--- config.mk ---
export PLATFORM = sky130hd
export DESIGN_NAME = cpu_intc
export DESIGN_NICKNAME = d
export VERILOG_FILES = /design/src/rtl/common.sv /design/src/rtl/cpu_intc_gateway.sv /design/src/rtl/cpu_intc.sv
export SDC_FILE = /design/constraint.sdc
export NUM_CORES = 1
export LEC_CHECK = 0
export ABC_AREA = 1
export ABC_CLOCK_PERIOD_IN_PS = 2290
export CELL_PAD_IN_SITES_DETAIL_PLACEMENT = 1
export CELL_PAD_IN_SITES_GLOBAL_PLACEMENT = 1
export CORE_MARGIN = 5
export CORE_UTILIZATION = 47
export DETAILED_ROUTE_END_ITERATION = 10
export DONT_BUFFER_PORTS = 1
export HOLD_SLACK_MARGIN = 0.03
export MAX_ROUTING_LAYER = met4
export PLACE_DENSITY_LB_ADDON = 0.1
export SYNTH_ARGS = -nofsm -noshare
export SYNTH_HDL_FRONTEND = slang
export SYNTH_HIERARCHICAL = 1
export SYNTH_SLANG_ARGS = --single-unit
export TNS_END_PERCENT = 30
--- constraint.sdc ---
create_clock -name clk_i -period 2.29 [get_ports clk_i]
set_clock_uncertainty 0.1 [all_clocks]
set_input_delay 0.458 -clock clk_i [delete_from_list [all_inputs] [get_ports clk_i]]
set_output_delay 0.458 -clock clk_i [all_outputs]
set_load 0.05 [all_outputs]
--- src/rtl/common.sv ---
// Shared types and constants for the machine-level external interrupt controller.
package common;

    typedef enum logic [1:0] {
        INTC_ENABLE  = 2'd0,
        INTC_PENDING = 2'd1,
        INTC_CLAIM   = 2'd2
    } intc_reg_t;

    typedef enum logic [1:0] {
        IDLE       = 2'd0,
        PENDING    = 2'd1,
        IN_SERVICE = 2'd2
    } intc_state_t;

    localparam logic [4:0] INTC_ID_NONE = 5'd0;

endpackage

--- src/rtl/cpu_intc_gateway.sv ---
// Per-source interrupt gateway: turns a raw level or edge line into a
// PENDING / IN_SERVICE lifecycle driven by claim and complete pulses.
//
// state      | meaning
// IDLE       | no request outstanding
// PENDING    | request waiting to be claimed
// IN_SERVICE | claimed by software, waiting for COMPLETE
module cpu_intc_gateway
    import common::*;
(
    input  logic clk_i,
    input  logic reset_ni,
    input  logic src_i,
    input  logic edge_mode_i,
    input  logic claim_i,
    input  logic complete_i,
    output logic pending_o
);

    intc_state_t state_q;
    logic        repend_q;
    logic        prev_q;
    logic        trig;

    assign trig      = edge_mode_i ? (src_i & ~prev_q) : src_i;
    assign pending_o = (state_q == PENDING);

    always_ff @(posedge clk_i) begin
        if (!reset_ni) begin
            state_q  <= IDLE;
            repend_q <= 1'b0;
            prev_q   <= 1'b0;
        end else begin
            prev_q <= src_i;
            case (state_q)
                IDLE: begin
                    if (trig) state_q <= PENDING;
                end
                PENDING: begin
                    // A trigger coinciding with the claim must not be lost for edge sources.
                    if (claim_i) begin
                        state_q  <= IN_SERVICE;
                        repend_q <= edge_mode_i & trig;
                    end
                end
                IN_SERVICE: begin
                    if (complete_i) begin
                        state_q  <= (edge_mode_i ? (repend_q | trig) : src_i) ? PENDING : IDLE;
                        repend_q <= 1'b0;
                    end else if (edge_mode_i && trig) begin
                        repend_q <= 1'b1;
                    end
                end
                default: state_q <= IDLE;
            endcase
        end
    end

endmodule

--- src/rtl/cpu_intc.sv ---
// External interrupt controller: per-source gateways, enable register,
// lowest-ID claim arbitration and a registered bus read port.
module cpu_intc
    import common::*;
#(
    parameter int                     NUM_SOURCES = 8,
    parameter logic [NUM_SOURCES-1:0] EDGE_MASK   = '0
) (
    input  logic                   clk_i,
    input  logic                   reset_ni,
    input  logic [NUM_SOURCES-1:0] src_i,
    input  logic [1:0]             addr_i,
    input  logic                   read_enable_i,
    output logic [31:0]            read_data_o,
    input  logic                   write_enable_i,
    input  logic [31:0]            write_data_i,
    output logic                   irq_o
);

    logic [NUM_SOURCES-1:0] enable_q;
    logic [NUM_SOURCES-1:0] pending;
    logic [NUM_SOURCES-1:0] claim_vec;
    logic [NUM_SOURCES-1:0] complete_vec;
    logic [4:0]             claim_id;
    logic                   found;
    logic                   claim_rd;
    logic                   complete_wr;
    logic [31:0]            read_data_d;
    logic [31:0]            read_data_q;
    logic                   irq_q;
    logic                   unused_wdata;

    assign claim_rd     = read_enable_i && (addr_i == INTC_CLAIM);
    assign complete_wr  = write_enable_i && (addr_i == INTC_CLAIM);
    assign unused_wdata = ^write_data_i;

    for (genvar g = 0; g < NUM_SOURCES; g++) begin : g_gw
        cpu_intc_gateway u_gw (
            .clk_i       (clk_i),
            .reset_ni    (reset_ni),
            .src_i       (src_i[g]),
            .edge_mode_i (EDGE_MASK[g]),
            .claim_i     (claim_vec[g]),
            .complete_i  (complete_vec[g]),
            .pending_o   (pending[g])
        );
    end

    // Lowest enabled pending ID wins; old ENABLE value is used on the write edge.
    always_comb begin
        claim_id  = INTC_ID_NONE;
        claim_vec = '0;
        found     = 1'b0;
        for (int i = 0; i < NUM_SOURCES; i++) begin
            if (!found && pending[i] && enable_q[i]) begin
                found        = 1'b1;
                claim_id     = 5'(i + 1);
                claim_vec[i] = claim_rd;
            end
        end
    end

    // ID 0 and out-of-range IDs match no gateway; non-IN_SERVICE gateways ignore it.
    always_comb begin
        complete_vec = '0;
        for (int i = 0; i < NUM_SOURCES; i++) begin
            complete_vec[i] = complete_wr && (write_data_i[4:0] == 5'(i + 1));
        end
    end

    always_comb begin
        read_data_d = '0;
        case (addr_i)
            INTC_ENABLE:  read_data_d = 32'(enable_q);
            INTC_PENDING: read_data_d = 32'(pending);
            INTC_CLAIM:   read_data_d = 32'(claim_id);
            default:      read_data_d = '0;
        endcase
    end

    always_ff @(posedge clk_i) begin
        if (!reset_ni) begin
            enable_q    <= '0;
            read_data_q <= '0;
            irq_q       <= 1'b0;
        end else begin
            if (write_enable_i && (addr_i == INTC_ENABLE)) begin
                enable_q <= write_data_i[NUM_SOURCES-1:0];
            end
            read_data_q <= read_enable_i ? read_data_d : '0;
            irq_q       <= |(pending & enable_q);
        end
    end

    assign read_data_o = read_data_q;
    assign irq_o       = irq_q;

endmodule
==> impl_results.md <==
* Status: completed
* Cts bufs inserted at 5
* I/O pins at 79
* CTS Buffer Depth at 2
* Synthesized instance count at 434
* Syn-to-layout area delta at 5.27%
* Vias at 2,525
* Die X at 87.2 um
* Gr ovfl total at 0
* CP startpoint kind: flop
* Post-synthesis sequential area ratio at 0.350
* Residual DRC at 0
* Slowest cell on the critical path: dfxtp_1
* Count of hold-fix buffers inserted at cts at 0
* CP Class: flop to flop
* Port Buf Inserts at 0
* Synth area leader: dfxtp_1
* Power per cell area at 561 nW/um2
* GR Util All Layers at 0.195
* Post-Syn Area at 2800 um2
* WL final at 6680 um
* Starting density of the core at 0.479
* Max Fclk at 551 MHz
* Top cells by area, synth: dfxtp_1, nand2_1, inv_1
* WP data arrival at 1.91 ns
* DR pass1 iterations at 4
* Die Footprint at 7600 um2
* TritonCTS clock tree: yes
* Share of cells above drive strength 1 at 0.0781
* Max_cap viols at 0
* Crit share post-route at 0.792
* Cell row count at 28
* Crit path largest cell delay at 0.43 ns
* Worst-path cell chain: nor2_1 -> nand2_2 -> nand2_4 -> nor2_8 -> nand4_1 -> nor2_1 -> nand3_2 -> nand2_1 -> nand2_1 -> nand2_1 -> nor2_1
* EDFF count, synth at 0
* Yosys Warn Count at 6
* Leak at 1.41 nW
* Initial antenna violation count at 0
* Top post-synthesis cells by count: nand2_1, inv_1, nor2_1
* Largest net degree at the start of global routing at 35
* Core Area at 5850 um2
* Utilization after layout at 0.504
* Detailed placement HPWL at 5310 um
* Post-synth top area share at 0.350
* Primary FF master, synth: dfxtp_1
* Worst Path Max Fanout at 6
* Setup violators final at 0
* First-pass GRT wire length at 11,500 um
* Setup Buffers After CTS at 0
* Final Wtd Congestion at 0.779
* NumNets Final at 508
* Worst vdd ir at 0.000217 V
* Yosys reg bits at 49
* RSZ-0062 raised after global routing: false
* Synth unique cells at 27
* Setup crit end kind: flop
* Async set-reset flop share out of synthesis at 0
* Final Hold Viols at 0
* Hold_ws at 0.145 ns
* Worst-skew pair later-pin latency at 0.30 ns
* Vias in the first global route at 2,649
* WL/cell at 12.5 um
* Die height at 87.2 um
* Clock sinks at 49
* Clock transition at path regs at 0.09 ns
* Remaining antenna violation count after routing at 0
* Diode count at 0
* HP Class: input port to flop
* Number of DRC markers in iteration 0 at 80
* Setup TNS at 0 ns
* PostCTS Resize Cnt at 0
* Crit path time final at 1.81 ns
* CTS root buf: clkbuf_8
* Max-slew violations at 0
* Vias/cell at 4.71
* Syn_area_per_cell at 6.45 um2
* Most frequent cell after synthesis: nand2_1
* H-tree depth at 2
* Req. time, crit path at 2.39 ns
==> cells by family (layout without fill, tap and decap cells) <==
group           count (synthesis)  in the layout  share of synthesized area
buf+inv                       109             89                      0.181
flops                          49             49                      0.350
compound gates                 57             57                      0.117
other cells                     1             48                    0.00134
simple gates                  218            218                      0.350
==> cell type report <==
type / count / area, um2
Tap cell: 75 / 93.8
Multi-Input combinational cell: 323 / 1490
Inverter: 83 / 312
Sequential cell: 49 / 981
Fill cell: 845 / 2900
Clock inverter: 1 / 5.00
Clock buffer: 5 / 68.8
==> worst max-delay path, delay by kind of cell, from the launching register on <==
kind | cells | cell delay, ns
and+or+nand+nor | 11 | 1.17
DFF | 1 | 0.43
==> path summary, 6_finish.rpt <==
check                               start               endpoint  slack, ns  cells after the start
setup / recovery  g_gw[1].u_gw/state_q[1]  g_gw[7].u_gw/repend_q       0.48                     11
hold / removal                   src_i[4]    g_gw[4].u_gw/prev_q       0.15                      2
setup reg to reg  g_gw[1].u_gw/state_q[1]  g_gw[7].u_gw/repend_q       0.48                     11
hold reg to reg               enable_q[7]         read_data_o[7]       0.41                      2
==> power by group <==
part	total [mW]	leakage (nW)	internal [mW]	switching, mW
Combinational	0.251	0.972	0.0563	0.195
Clock	0.480	0.0399	0.202	0.278
Sequential	0.922	0.400	0.884	0.0374
==> state kept, by name (all words and copies together), names as in the netlist <==
| signal | flops |
|---|---|
| enable_q | 8 |
| g_gw.u_gw/prev_q | 8 |
| g_gw.u_gw/repend_q | 8 |
| g_gw.u_gw/state_q | 16 |
| irq_o | 1 |
| read_data_o | 8 |
==> layer usage <==
layer  vias to the layer above  wire length, um  global-route usage
met2                        41             3430               0.351
met1                      1167             2830               0.218
met4                         0               76              0.0474
li1                       1306                -                   -
met3                        11              342              0.0464
met5                         -                0                   -
==> layout by cell type (no fill, tap or decap), types with 4 or more instances in the layout <==
master / instances
a21oi_1: 41
nand2_2: 4
nand3_1: 19
dfxtp_1: 49
o21ai_0: 6
clkbuf_8: 5
nor3_1: 5
nor2_1: 54
inv_1: 80
nand3_2: 9
nand2_1: 117
conb_1: 48
==> metrics by stage <==
| stage | power (mW) | instance area (um2) | std cells | worst slack, ns |
|---|---|---|---|---|
| 2_1_floorplan | 1.19 | 2980 | 481 | 0.769 |
| 6_report | 1.65 | 2950 | 536 | 0.476 |
| 4_1_cts | 1.66 | 2950 | 536 | 0.468 |
| 3_3_place_gp | 1.18 | 2870 | 530 | 0.485 |
| 3_5_place_dp | 1.19 | 2870 | 530 | 0.435 |
| 5_1_grt | 1.74 | 2950 | 536 | 0.307 |
Note: power is estimated with default switching activity, not from simulation.
